`config.mk`:
```
export PLATFORM = sky130hd
export DESIGN_NAME = fetch_ifid_stage
export DESIGN_NICKNAME = d
export VERILOG_FILES = /design/src/rtl/fetch_ifid_stage.sv
export SDC_FILE = /design/constraint.sdc
export NUM_CORES = 1
export LEC_CHECK = 0
export CAP_MARGIN = 20
export CORE_UTILIZATION = 32
export DETAILED_ROUTE_END_ITERATION = 16
export GPL_TIMING_DRIVEN = 0
export PLACE_DENSITY = 0.71
export SYNTH_ARGS = -nofsm -noshare
export SYNTH_HDL_FRONTEND = slang
export SYNTH_SLANG_ARGS = --single-unit
```
`constraint.sdc`:
```
create_clock -name clk_i -period 5.6 [get_ports clk_i]
set_input_delay 0.84 -clock clk_i [delete_from_list [all_inputs] [get_ports clk_i]]
set_output_delay 0.84 -clock clk_i [all_outputs]
set_load 0.01 [all_outputs]
```
`src/rtl/fetch_ifid_stage.sv`:
```
// Fetch front end: PC register plus IF/ID pipeline register, steered by the hazard unit.
// Also keeps saturating stall/flush event counters and a sticky flag for the reserved control code.
module fetch_ifid_stage #(
    parameter logic [31:0] RESET_PC  = 32'h0000_0000,
    parameter logic [31:0] NOP_INSTR = 32'h0000_0013,
    parameter int          CNT_W     = 16
) (
    input  logic             clk_i,
    input  logic             rst_ni,
    input  logic             pc_hold_i,
    input  logic [1:0]       ifid_ctrl_i,
    input  logic             br_taken_i,
    input  logic [31:0]      br_target_i,
    input  logic [31:0]      imem_instr_i,
    input  logic             cnt_clr_i,
    output logic [31:0]      pc_o,
    output logic [31:0]      ifid_pc_o,
    output logic [31:0]      ifid_pc4_o,
    output logic [31:0]      ifid_instr_o,
    output logic             ifid_valid_o,
    output logic [CNT_W-1:0] stall_cnt_o,
    output logic [CNT_W-1:0] flush_cnt_o,
    output logic             ctrl_err_o
);

    typedef enum logic [1:0] {
        IFID_LOAD     = 2'b00,
        IFID_STALL    = 2'b01,
        IFID_RESERVED = 2'b10,
        IFID_FLUSH    = 2'b11
    } ifid_ctrl_t;

    ifid_ctrl_t  ctrl;
    logic [31:0] pc_plus4;

    assign ctrl     = ifid_ctrl_t'(ifid_ctrl_i);
    assign pc_plus4 = pc_o + 32'd4;

    // PC register: a taken redirect from EX wins over the hazard hold.
    always_ff @(posedge clk_i) begin
        if (!rst_ni) begin
            pc_o <= RESET_PC;
        end else if (br_taken_i) begin
            pc_o <= br_target_i;
        end else if (!pc_hold_i) begin
            pc_o <= pc_plus4;
        end
    end

    // IF/ID register; the reserved code behaves like a load so the pipe keeps moving.
    always_ff @(posedge clk_i) begin
        if (!rst_ni) begin
            ifid_pc_o    <= RESET_PC;
            ifid_instr_o <= NOP_INSTR;
            ifid_valid_o <= 1'b0;
        end else begin
            case (ctrl)
                IFID_STALL: begin
                    ifid_pc_o    <= ifid_pc_o;
                    ifid_instr_o <= ifid_instr_o;
                    ifid_valid_o <= ifid_valid_o;
                end
                IFID_FLUSH: begin
                    ifid_pc_o    <= pc_o;
                    ifid_instr_o <= NOP_INSTR;
                    ifid_valid_o <= 1'b0;
                end
                default: begin
                    ifid_pc_o    <= pc_o;
                    ifid_instr_o <= imem_instr_i;
                    ifid_valid_o <= 1'b1;
                end
            endcase
        end
    end

    assign ifid_pc4_o = ifid_pc_o + 32'd4;

    // Debug counters saturate at all-ones; a clear beats an increment in the same cycle.
    always_ff @(posedge clk_i) begin
        if (!rst_ni) begin
            stall_cnt_o <= '0;
            flush_cnt_o <= '0;
            ctrl_err_o  <= 1'b0;
        end else begin
            if (cnt_clr_i) begin
                stall_cnt_o <= '0;
                flush_cnt_o <= '0;
            end else begin
                if (ctrl == IFID_STALL && stall_cnt_o != {CNT_W{1'b1}}) begin
                    stall_cnt_o <= stall_cnt_o + 1'b1;
                end
                if (ctrl == IFID_FLUSH && flush_cnt_o != {CNT_W{1'b1}}) begin
                    flush_cnt_o <= flush_cnt_o + 1'b1;
                end
            end
            if (ctrl == IFID_RESERVED) begin
                ctrl_err_o <= 1'b1;
            end
        end
    end

endmodule

```
==> results of run 1 <==
[layer usage]
layer | routed length (um) | track usage | up-vias
met5 | 0 | 0 | -
met4 | 894 | 0.113 | 0
met3 | 1290 | 0.0460 | 52
met2 | 10100 | 0.315 | 254
met1 | 10200 | 0.269 | 3202
li1 | - | - | 3509
[cells by family after synthesis]
family,count (synthesis)
flops,130
mux,10
compound gates,194
buf+inv,94
simple gates,366
xor+xnor,37
fa+ha+maj,4
[worst max-delay path, stage by stage (launching register included)]
cell,delay (ns)
dfxtp_1,0.44
nand4_1,0.25
nor3_1,0.81
nand4_1,0.26
xnor2_1,0.21
clkdlybuf4s50_1,0.55
[where the power goes]
group | internal, W | switching, W | total, W
clock network | 0.000585 | 0.000480 | 0.00107
logic | 0.000185 | 0.000151 | 0.000336
registers | 0.000965 | 0.0000561 | 0.00102
[area by class of cell]
cell class                      instances  area (um2)  area share
Antenna cell                            1        2.50    0.000252
Buffer                                 59         236      0.0238
Clock buffer                           17         425      0.0428
Clock inverter                         15         136      0.0137
Inverter                               35         131      0.0132
Multi-Input combinational cell        611        3750       0.378
Sequential cell                       130        2600       0.262
Tap cell                              270         338      0.0340
Timing Repair Buffer                  230        2300       0.232
[flip-flops by register name (all words and copies together) (netlist names)]
signal        count
ctrl_err_o        1
flush_cnt_o      16
ifid_instr_o     32
ifid_pc_o        32
ifid_valid_o      1
pc_o             32
stall_cnt_o      16
[cell usage in the layout, fill, tap and decap left out, types with 24 or more instances in the layout]
master,count
nand2_1,146
and2_1,41
inv_1,35
dfxtp_1,130
xnor2_1,25
o21ai_0,37
a21oi_1,24
clkdlybuf4s50_1,230
clkbuf_1,48
a21boi_0,33
o22ai_1,29
nand4_1,24
nand3_1,35
[worst paths after layout]
kind | from | end | slack [ns] | cells after the start
worst max register to register | flush_cnt_o[0] | flush_cnt_o[2] | 3.46 | 6
worst max-delay path | ifid_pc_o[5] | ifid_pc4_o[31] | 1.82 | 5
worst min-delay path | ctrl_err_o | ctrl_err_o | 0.48 | 1
worst min register to register | ctrl_err_o | ctrl_err_o | 0.48 | 1
[metrics by stage]
stage                     utilization  total power [W]  cell area (um2)  worst slack [ns]
final                           0.486          0.00242             9930              1.82
after global routing            0.486          0.00252             9930              1.53
after CTS                       0.486          0.00244             9930              1.79
after detailed placement        0.458          0.00138             9360              2.25
after global placement          0.458          0.00137             9360              2.24
after floorplan                     -          0.00117             6720              3.08
==> flow_summary_export.csv, run 1 <==
group,metric,value,unit
power,p_per_area,244,mW/mm2
placement,dp_cells,1335,
synth,ys_warn_count,0,
sta,hold_viol_final,0,
synth,synth_nets,910,
synth,synth.yosys.seq_area_share,0.387,
grt,grt_pass1_wl,35100,um
synth,syn_inst,835,
synth,synth-simple-area-share,0.292,
sta,slew_viol_final,0,
grt,antenna_found_initial,1,
cells_and_area,syn_to_final_growth,47.7,%
synth,avgSynthCellArea,8.05,um2
placement,gp_congestion,0.913,
synth,synth_area_leader_cell,"dfxtp_1",
synth,async_reset_ff_frac,0,
clocking,cts_buffer_depth,2,
synth,synthAdderAreaFrac,0.00744,
synth,synth_commonest_cells,"nand2_1, dfxtp_1, clkbuf_1, and2_1, o21ai_0",
sta,min_period_over_period,0.675,
drt,route.detailed.drc,0,
floorplan,die_y,147,um
floorplan,core_area,0.0204,mm2
setup_path,worst-endpoint-required,4.76,ns
drt,num_vias,7017,
cells_and_area,drive_gt1_frac,0.0447,
grt,overflow,0,
synth,synth_area_leaders,"dfxtp_1, nand2_1, and2_1",
setup_path,critPathArrivalTime,2.94,ns
synth,synth_ff_type,"dfxtp_1",
drt,wl,22600,um
clocking,ctsResizeCount,0,
floorplan,initial_core_util,0.329,
floorplan,dieArea,0.0216,mm2
clocking,cts_tree,"yes",
grt,track_usage,0.206,
sta,min_period,3.78,ns
drt,antenna_left,0,
cells_and_area,stdcell_count,1368,
synth,synth_compound_area_frac,0.196,
clocking,cts_root_buf,"clkbuf_16",
drt,drtPass1Iterations,4,
clocking,clkSinkCount,130,
clocking,cts_setup_buffers,0,
synth,synth-xor-area-share,0.0482,
sta,fmax,264,MHz
clocking,postCtsHoldBufs,0,
synth,synth_edf_count,0,
synth,syn_area,0.00672,mm2
power,ir_worst_vdd,0.168,mV
setup_path,cp_max_fo,8,
grt,grt_pass1_vias,6536,
clocking,cts_buffers,17,
status,outcome,"complete, no violations",
setup_path,crit_type,"flip-flop to output port",
synth,yosysTopAreaCellShare,0.387,
clocking,h-tree-depth,4,
run,drv_cap,0,
floorplan,io_pins,233,
worst_hold_path,min_path_type,"flip-flop to flip-flop",
cells_and_area,layout.nets,1159,
sta,finalSetupTns,0,ns
floorplan,die_x,147,um
synth,synth_top_family_by_area,"simple AND/OR/NAND/NOR gates",
grt,grt_max_degree,17,
placement,portBuffers,230,
sta,rsz0062_at_grt,"no",
drt,via_per_inst,5.13,
clocking,insertion_delay,0.42,ns
sta,max_slew_margin,0.379,
sta,hold_ws,0.483,ns
synth,synth_seq_cells,130,
drt,dr.first_iter.drc_count,444,
setup_path,crit_path_start_kind,"flip-flop",
power,p_leak,3.58,nW
sta,finalSetupViolCount,0,
cells_and_area,fill_cells,2034,
drt,routedWlPerCell,16.5,um
synth,synth.distinct_cells,56,
setup_path,cp-end-kind,"output port",
sta,tightest_slew,0.924,ns
placement,hpwl,17000,um
synth,synthMuxAreaShare,0.0149,
synth,yosysMostFrequentCell,"nand2_1",
sta,finalClockSkew,0.00851,ns
clocking,clkTransAtPathRegs,0.06,ns
floorplan,num_rows,52,
(Power assumes the default switching activity.)
==> run 2: changes to the inputs <==
--- a/config.mk
+++ b/config.mk
@@ -9,7 +9,7 @@
 export CORE_UTILIZATION = 32
 export DETAILED_ROUTE_END_ITERATION = 16
 export GPL_TIMING_DRIVEN = 0
-export PLACE_DENSITY = 0.71
+export PLACE_DENSITY = 0.73
 export SYNTH_ARGS = -nofsm -noshare
 export SYNTH_HDL_FRONTEND = slang
 export SYNTH_SLANG_ARGS = --single-unit
==> constraint.sdc (replaced) <==
create_clock -name clk_i -period 3.1 [get_ports clk_i]
set_input_delay 0.465 -clock clk_i [delete_from_list [all_inputs] [get_ports clk_i]]
set_output_delay 0.465 -clock clk_i [all_outputs]
set_load 0.01 [all_outputs]
==> run 2 against run 1 <==
Against the previous run: combinational power increased by 81%; clock-buffer cell count is 1 higher; critical path depth stayed put; wire length increased by 1.2%; clock skew rose by 0.0038 ns; die area is the same; register-to-register slack worse by 2.6 ns; hold slack worse by 0.016 ns; global-route usage is 0.33 points higher; power rose by 88%; sequential power grew 81%; largest cell class unchanged; largest power group unchanged.
==> flow_summary_export.csv, run 2 (same netlist as run 1, synthesis figures left out) <==
group,metric,value,unit
status,outcome,"complete, no violations",
power,p_sw_frac,0.262,
placement,hpwl,17000,um
setup_path,reg2reg_slack,0.89,ns
setup_path,endpoint,"ifid_pc4_o[27]",
grt,grt_max_degree,17,
setup_path,cp_top_family,"simple AND/OR/NAND/NOR gates",
power,p_clk_frac,0.460,
setup_path,worstSetupPathDepth,5,
sta,finalSetupTns,0,ns
clocking,h-tree-depth,4,
power,switchingPower,0.00119,W
floorplan,num_rows,52,
sta,min_period,2.97,ns
sta,hold_ws,0.467,ns
placement,portBuffers,230,
placement,placed_area,0.00936,mm2
sta,rsz0062_at_grt,"no",
cells_and_area,layout_commonest_cell,"clkdlybuf4s50_1",
setup_path,startpoint,"ifid_pc_o[9]",
drt,antenna_left,0,
placement,dp_cells,1335,
floorplan,die_x,147,um
sta,max_slew_margin,0.349,
drt,wl_met1,10100,um
clocking,cts_tree,"yes",
grt,grt_pass1_vias,6629,
sta,finalSetupViolCount,0,
drt,routedWlPerCell,16.7,um
power,share_comb_of_total_power,0.134,
grt,track_usage,0.209,
setup_path,r2r-start,"pc_o[4]",
setup_path,worst-endpoint-required,2.63,ns
floorplan,initial_core_util,0.329,
clocking,clkTransAtPathRegs,0.06,ns
power,p_int,0.00336,W
clocking,insertion_delay,0.43,ns
setup_path,r2r-end,"pc_o[24]",
sta,slew_viol_final,0,
setup_path,crit_buf_inv,1,
setup_path,crit_type,"flip-flop to output port",
drt,via_per_inst,5.19,
floorplan,dieArea,0.0216,mm2
setup_path,critPathMaxStageDelay,0.57,ns
setup_path,cp_max_fo,5,
setup_path,crit_path_start_kind,"flip-flop",
grt,overflow,0,
floorplan,io_pins,233,
clocking,cts_root_buf,"clkbuf_16",
setup_path,r2r_cells,5,
drt,num_vias,7122,
cells_and_area,multi_input_area,0.00381,mm2
sta,tightest_slew,0.968,ns
setup_path,critPathArrivalTime,2.51,ns
run,drv_cap,0,
grt,antenna_found_initial,1,
clocking,cts_buffer_depth,2,
cells_and_area,fin_util,0.493,
power,p_leak,3.67,nW
sta,finalClockSkew,0.0123,ns
power,seq_power_share,0.407,
sta,min_period_over_period,0.958,
floorplan,core_area,0.0204,mm2
cells_and_area,drive_gt1_frac,0.0609,
cells_and_area,final_cell_mix,"clkdlybuf4s50_1, nand2_1, dfxtp_1",
drt,dr.first_iter.drc_count,519,
cells_and_area,stdcell_count,1371,
placement,gp_congestion,0.903,
drt,met2WireLength,10200,um
worst_hold_path,min_path_type,"flip-flop to flip-flop",
cells_and_area,syn_to_final_growth,49.7,%
cells_and_area,fill_cells,2002,
clocking,clkSinkCount,130,
drt,top_layer,"met4",
cells_and_area,layout.nets,1162,
clocking,cts_buffers,17,
power,p_per_area,452,mW/mm2
setup_path,cp-end-kind,"output port",
drt,wl,22800,um
setup_path,crit_chain,"nand2_1 > or3_4 > nor4_2 > xor2_1 > clkdlybuf4s50_1",
power,ir_worst_vdd,0.337,mV
setup_path,slowest_stage,"clkdlybuf4s50_1",
sta,hold_viol_final,0,
drt,dr_wl_met3,1520,um
floorplan,die_y,147,um
grt,grt_pass1_wl,35700,um
cells_and_area,final_area,0.0101,mm2
cells_and_area,top_regs,"ifid_instr_o: 32 flops, ifid_pc_o: 32 flops, pc_o: 32 flops",
cells_and_area,seq_area,0.00261,mm2
drt,route.detailed.drc,0,
sta,fmax,337,MHz
drt,drtPass1Iterations,5,
run 2: changes by cell type in the layout (fill, tap and decap cells not counted), sizes merged:
cell and change:
bufinv +3, buf +4, clkdlybuf4s50 -1, dlymetal6s2s +1
inv -4
run 2: worst min-delay path by stage:
| stage | to | startpoint | slack, ns | cells past startpoint |
|---|---|---|---|---|
| global route | ctrl_err_o | ctrl_err_o | 0.50 | 1 |
| global placement | ctrl_err_o | ctrl_err_o | 0.45 | 1 |
| finish | ctrl_err_o | ctrl_err_o | 0.47 | 1 |
| detailed placement | ctrl_err_o | ctrl_err_o | 0.46 | 1 |
| CTS | ctrl_err_o | ctrl_err_o | 0.47 | 1 |
| floorplan | stall_cnt_o[5] | stall_cnt_o[5] | 0.49 | 2 |
run 2: per-layer routing:
metal	track usage	vias up
met5	0	-
met2	0.320	274
met4	0.121	0
li1	-	3504
met3	0.0469	58
met1	0.271	3286
run 2: worst reg2reg max path: cells and delay by family, from the launching register on:
family                 cells  cell delay (ns)
flip-flops                 1             0.34
AND/OR/NAND/NOR            2             1.03
buffers and inverters      1             0.24
AO/OA/AOI/OAI              2             0.50
run 2: power groups by stage:
stage / clock (W) / combinational [W] / sequential [W]
2_1_floorplan: 0 / 0.000229 / 0.00188
4_1_cts: 0.00212 / 0.000611 / 0.00184
6_report: 0.00209 / 0.000609 / 0.00185
3_5_place_dp: 0 / 0.000608 / 0.00188
5_1_grt: 0.00220 / 0.000657 / 0.00186
3_3_place_gp: 0 / 0.000602 / 0.00188
run 2: through the flow:
step | power [W] | setup slack (ns)
3_5_place_dp | 0.00249 | 0.0147
4_1_cts | 0.00458 | 0.00186
5_1_grt | 0.00472 | 0.000436
3_3_place_gp | 0.00248 | 0.125
6_report | 0.00455 | 0.130
2_1_floorplan | 0.00211 | 0.952
run 2: layout make-up:
class | count | area share
antenna | 1 | 0.000249
buffer | 58 | 0.0231
clock buffer | 18 | 0.0426
clock inverter | 14 | 0.0175
inverter | 35 | 0.0131
multi-input combinational | 611 | 0.378
sequential | 130 | 0.259
tap | 270 | 0.0336
timing repair buffer | 234 | 0.232
run 2: what timing repair did:
action,CTS,global route
hold buffers,0,0
gates resized for setup,7,12
hold endpoints to repair,0,0
buffers inserted,1,3
pin swaps,1,2
endpoints found under the setup margin,17,14
==> run 3: changes to the inputs <==
--- a/config.mk
+++ b/config.mk
@@ -6,10 +6,10 @@
 export NUM_CORES = 1
 export LEC_CHECK = 0
 export CAP_MARGIN = 20
+export CORE_MARGIN = 10
 export CORE_UTILIZATION = 32
 export DETAILED_ROUTE_END_ITERATION = 16
 export GPL_TIMING_DRIVEN = 0
-export PLACE_DENSITY = 0.73
 export SYNTH_ARGS = -nofsm -noshare
 export SYNTH_HDL_FRONTEND = slang
 export SYNTH_SLANG_ARGS = --single-unit
==> run 3 against run 2 <==
Against the previous run: register-to-register slack improved by 0.06 ns; clock skew decreased by 0.0021 ns; die area increased by 26%; critical path depth unchanged; via count decreased by 1.6%; highest routed layer is now met5; wire length increased by 9.0%.
==> flow_summary_export.csv, run 3 (same netlist as run 1, synthesis figures left out) <==
group,metric,value,unit
drt,via_per_inst,5.11,
clocking,cts_root_buf,"clkbuf_16",
drt,route.detailed.drc,0,
placement,gp_congestion,0.859,
status,outcome,"complete, no violations",
sta,max_slew_margin,0.411,
clocking,h-tree-depth,4,
clocking,cts_tree,"yes",
drt,drtPass1Iterations,5,
sta,min_period,2.99,ns
floorplan,io_pins,233,
power,ir_worst_vdd,0.337,mV
placement,dp_cells,1335,
setup_path,cp_top_family,"simple AND/OR/NAND/NOR gates",
sta,hold_viol_final,0,
power,p_leak,3.66,nW
power,p_per_area,436,mW/mm2
clocking,cts_buffers,17,
cells_and_area,final_cell_mix,"clkdlybuf4s50_1, nand2_1, dfxtp_1",
drt,routedWlPerCell,18.2,um
floorplan,die_y,165,um
grt,grt_pass1_wl,38000,um
setup_path,critPathArrivalTime,2.52,ns
setup_path,crit_chain,"nand3_2 > or3_4 > nor3_1 > xor2_1 > clkdlybuf4s50_1",
sta,finalSetupViolCount,0,
sta,rsz0062_at_grt,"yes",
floorplan,initial_core_util,0.329,
grt,grt_pass1_vias,6626,
sta,finalSetupTns,0,ns
sta,fmax,335,MHz
cells_and_area,drive_gt1_frac,0.0564,
clocking,clkTransAtPathRegs,0.06,ns
cells_and_area,syn_to_final_growth,48.8,%
setup_path,crit_path_start_kind,"flip-flop",
cells_and_area,top_regs,"ifid_instr_o: 32 flops, ifid_pc_o: 32 flops, pc_o: 32 flops",
floorplan,core_area,0.0204,mm2
clocking,insertion_delay,0.43,ns
sta,min_period_over_period,0.963,
setup_path,worst-endpoint-required,2.63,ns
clocking,postCtsHoldBufs,0,
grt,overflow,0,
clocking,clkSinkCount,130,
setup_path,crit_type,"flip-flop to output port",
drt,antenna_left,0,
setup_path,slowest_stage,"clkdlybuf4s50_1",
setup_path,r2r-start,"flush_cnt_o[0]",
floorplan,dieArea,0.0272,mm2
power,finalPower,0.00436,W
setup_path,startpoint,"ifid_pc_o[4]",
cells_and_area,layout.nets,1161,
sta,finalClockSkew,0.0102,ns
worst_hold_path,hp-start,"ctrl_err_o",
sta,tightest_slew,0.876,ns
grt,grt_max_degree,17,
run,drv_cap,0,
clocking,cts_buffer_depth,2,
drt,wl,24900,um
drt,num_vias,7011,
placement,hpwl,19200,um
floorplan,num_rows,52,
setup_path,cp_max_fo,6,
setup_path,cp-end-kind,"output port",
grt,track_usage,0.178,
drt,dr.first_iter.drc_count,378,
floorplan,die_x,165,um
cells_and_area,stdcell_count,1371,
setup_path,critPathMaxStageDelay,0.59,ns
grt,antenna_found_initial,3,
worst_hold_path,min_path_type,"flip-flop to flip-flop",
sta,hold_ws,0.472,ns
sta,slew_viol_final,0,
setup_path,crit_buf_inv,1,
cells_and_area,layout_commonest_cell,"clkdlybuf4s50_1",
placement,portBuffers,230,
==> run 3: metrics by stage <==
step	setup WS (ns)	area, um2	util
2_1_floorplan	0.952	6720	-
3_3_place_gp	0.0510	9360	0.458
3_5_place_dp	0.0390	9360	0.458
4_1_cts	0.00206	9960	0.488
5_1_grt	-0.0221	10000	0.490
6_report	0.114	10000	0.490
==> run 3: area by class of cell <==
| cell class | count | area [um2] |
|---|---|---|
| repair buffers | 233 | 2330 |
| well taps | 270 | 338 |
| plain buffers | 58 | 233 |
| clock buffers | 20 | 457 |
| inverters | 35 | 131 |
| diodes | 2 | 5.00 |
| flip-flops and latches | 130 | 2610 |
| fillers | 2022 | 10400 |
| clock inverters | 12 | 97.6 |
| multi-input cells | 611 | 3810 |
==> run 3: where the power goes <==
part	internal (W)	switching, W	leakage (nW)
sequential	0.00174	0.0000973	1.07
clock	0.00108	0.000824	0.264
combinational	0.000334	0.000283	2.32
total	0.00316	0.00120	3.66
==> run 3: repair_timing <==
item,4_1_cts,5_1_grt
buffers inserted,1,2
resized for setup,9,6
pin swaps,1,3
setup endpoints to repair,17,13
==> run 3: path summary, 6_finish.rpt <==
kind | endpoint | slack [ns] | cells after the start
worst max-delay path | ifid_pc4_o[23] | 0.11 | 5
worst min-delay path | ctrl_err_o | 0.47 | 1
worst max register to register | flush_cnt_o[2] | 0.95 | 6
worst min register to register | ctrl_err_o | 0.47 | 1
==> run 3: worst reg2reg max path, delay by kind of cell (launching register included) <==
kind / cells / cell delay [ns]
buffers and inverters: 1 / 0.42
and+or+nand+nor: 3 / 0.66
adders and majority gates: 1 / 0.26
AOI/OAI and AO/OA: 1 / 0.25
DFF: 1 / 0.47
==> run 3: layer usage <==
metal / GRT usage / routed length (um) / vias up / part of all wire
li1: - / - / 3518 / -
met1: 0.226 / 11000 / 3247 / 0.44
met2: 0.276 / 11500 / 221 / 0.46
met3: 0.0538 / 1980 / 23 / 0.079
met4: 0.0672 / 420 / 2 / 0.017
met5: 0 / 18 / - / 0.00072
==> variant, RTL diff (config.mk and constraints of run 2) <==
Register the output `flush_cnt_o` once more, with the module's reset; this adds one clock of latency there. The other outputs are not delayed to match.
--- a/src/rtl/fetch_ifid_stage.sv
+++ b/src/rtl/fetch_ifid_stage.sv
@@ -30,4 +30,6 @@
         IFID_FLUSH    = 2'b11
     } ifid_ctrl_t;
+
+    logic [CNT_W-1:0] flush_cnt_s0;
 
     ifid_ctrl_t  ctrl;
@@ -81,16 +83,16 @@
         if (!rst_ni) begin
             stall_cnt_o <= '0;
-            flush_cnt_o <= '0;
+            flush_cnt_s0 <= '0;
             ctrl_err_o  <= 1'b0;
         end else begin
             if (cnt_clr_i) begin
                 stall_cnt_o <= '0;
-                flush_cnt_o <= '0;
+                flush_cnt_s0 <= '0;
             end else begin
                 if (ctrl == IFID_STALL && stall_cnt_o != {CNT_W{1'b1}}) begin
                     stall_cnt_o <= stall_cnt_o + 1'b1;
                 end
-                if (ctrl == IFID_FLUSH && flush_cnt_o != {CNT_W{1'b1}}) begin
-                    flush_cnt_o <= flush_cnt_o + 1'b1;
+                if (ctrl == IFID_FLUSH && flush_cnt_s0 != {CNT_W{1'b1}}) begin
+                    flush_cnt_s0 <= flush_cnt_s0 + 1'b1;
                 end
             end
@@ -101,4 +103,12 @@
     end
 
+    always_ff @(posedge clk_i) begin
+        if (!rst_ni) begin
+            flush_cnt_o <= '0;
+        end else begin
+            flush_cnt_o <= flush_cnt_s0;
+        end
+    end
+
 endmodule
 
Formal check against the unedited RTL: not equivalent (Yosys sat finds a counterexample within 4 cycles, from zero or initial values and one cycle with rst_ni low).
==> variant against run 2 <==
Fmax down 1.1%. Register-to-register slack better by 0.23 ns. Routed wire length down 9.7%. Area after synthesis up 1.8%. Final area up 0.31%. Critical endpoint is now ifid_pc4_o[30]. Critical path type unchanged. Core utilization down 1.2 points. Critical path depth up 1. Sequential cell count up 16. Synthesized cell count unchanged. Via count down 7.1%. Worst setup slack worse by 0.033 ns. Total power up 1.3%.
==> variant: results (changes against run 2) <==
grt:
  grt_antenna_before_repair: 0  # was 1
  grt.total_usage_pct: 19.1  # was 20.9%
  grt_pass1_wl_um: 33100  # was 35700 um
  grt_pass1_vias: 6274  # was 6629
power:
  peakVddDrop_mv: 0.353  # was 0.337 mV
  leakagePower_nw: 3.74  # was 3.67 nW
clocking:
  post_cts_buffers: 0  # was 1
  cts_buffers: 17  # unchanged
  clock_latency_ns: 0.42
placement:
  portBuffers: 229  # was 230
  place_inst: 1339  # was 1335
  routabilityCongestion: 0.846  # was 0.903
  post-dp-hpwl_um: 15700  # was 17000 um
timing:
  tightest_slew_ns: 0.874  # was 0.968 ns
  finClkSkew_ns: 0.00935  # was 0.0123 ns
yosys:
  synth_warnings: 0  # unchanged
  ys_seq_area_share_pct: 42.7  # was 38.7%
  synthTopCellsByCount: "dfxtp_1 (146), nand2_1 (142), and2_1 (57)"  # was nand2_1 (146), dfxtp_1 (130), clkbuf_1 (48)
  syn_area_per_cell_um2: 8.20  # was 8.05 um2
  ys_types: 51  # was 56
  ys_top_cells_by_area: "dfxtp_1 (43%), nand2_1 (7.8%), xor2_1 (6.0%)"  # was dfxtp_1 (39%), nand2_1 (8.2%), and2_1 (3.8%)
layout:
  finish.net_count: 1156  # was 1162
  fillers: 2052  # was 2002
  drive_above_1_share_pct: 5.94  # was 6.09%
  top_regs: "ifid_instr_o: 32 flops, ifid_pc_o: 32 flops, pc_o: 32 flops"  # unchanged
  n_antenna_cell: 0  # was 1
routing:
  drt_wl_total_um: 20600  # was 22800 um
  drt_iter0_drc: 296  # was 519
  vias: 6616  # was 7122
  routedWlPerCell_um: 15.1  # was 16.7 um
setup_path:
  critPathArrivalTime_ns: 2.54  # was 2.51 ns
  end_kind: "primary output"  # unchanged
status:
  outcome: "complete, no violations"  # unchanged
[variant: cell count changes after synthesis, moves of 9 or more]
cell	before	now
dfxtp_1	130	146
and2_1	41	57
a31oi_1	17	4
nor2_1	16	43
xor2_1	12	47
o31ai_1	10	1
[variant: cell families (layout without fill, tap and decap cells)]
family	Yosys count	in the layout	synth area share (%)
xor gates and xnor gates	76	76	9.72
buffers and inverters	89	348	5.08
and+or+nand+nor	370	370	27.8
DFF	146	146	42.7
AOI/OAI and AO/OA	147	147	13.5
muxes	3	3	0.439
adders and majority gates	4	4	0.731
[variant: final cells by class]
cell class | count | area share [%]
inverters | 39 | 1.45
clock inverters | 15 | 1.47
clock buffers | 17 | 4.21
repair buffers | 229 | 22.7
plain buffers | 48 | 1.92
well taps | 275 | 3.41
flip-flops and latches | 146 | 29.1
multi-input cells | 600 | 35.8
[variant: what timing repair did]
item | in CTS | in global routing
gates resized for setup | 6 | 14
pin swaps | 1 | 1
gates cloned | 0 | 0
setup endpoints to repair | 5 | 7
[variant: per-layer routing]
metal	GRT usage [%]	vias to the layer above	routed length (um)	share of wire (%)
li1	-	3323	-	-
met1	24.2	3087	9060	44
met2	31.6	190	9880	48
met3	5.28	16	1470	7.1
met4	5.41	0	212	1.0
met5	0	-	0	0
[variant: worst max-delay path, cell delays in order, from the launching register on]
cell and delay (ns):
dfxtp_1 0.40, and4_2 0.30, and4_2 0.27, nand4_1 0.24
nor3_2 0.21, xnor2_1 0.14, clkdlybuf4s50_1 0.55
[variant: path summary, 6_finish.rpt]
path	start	to	slack, ns	depth (start not counted)
hold / removal	ctrl_err_o	ctrl_err_o	0.46	1
hold reg to reg	ctrl_err_o	ctrl_err_o	0.46	1
setup / recovery	ifid_pc_o[21]	ifid_pc4_o[30]	0.1	6
setup reg to reg	stall_cnt_o[0]	stall_cnt_o[0]	1.12	6
[variant: stage by stage]
| stage | setup WS (ns) | cell area, um2 | total power, W |
|---|---|---|---|
| after global routing | -0.0867 | 10100 | 0.00481 |
| after detailed placement | 0.122 | 9480 | 0.00264 |
| after floorplan | 0.987 | 6850 | 0.00230 |
| final | 0.0964 | 10100 | 0.00461 |
| after global placement | 0.158 | 9480 | 0.00264 |
| after CTS | 0.00777 | 10100 | 0.00465 |
[variant: power by group]
part | switching, W | internal [W]
sequential | 0.0000923 | 0.00195
combinational | 0.000246 | 0.000316
clock | 0.000877 | 0.00113
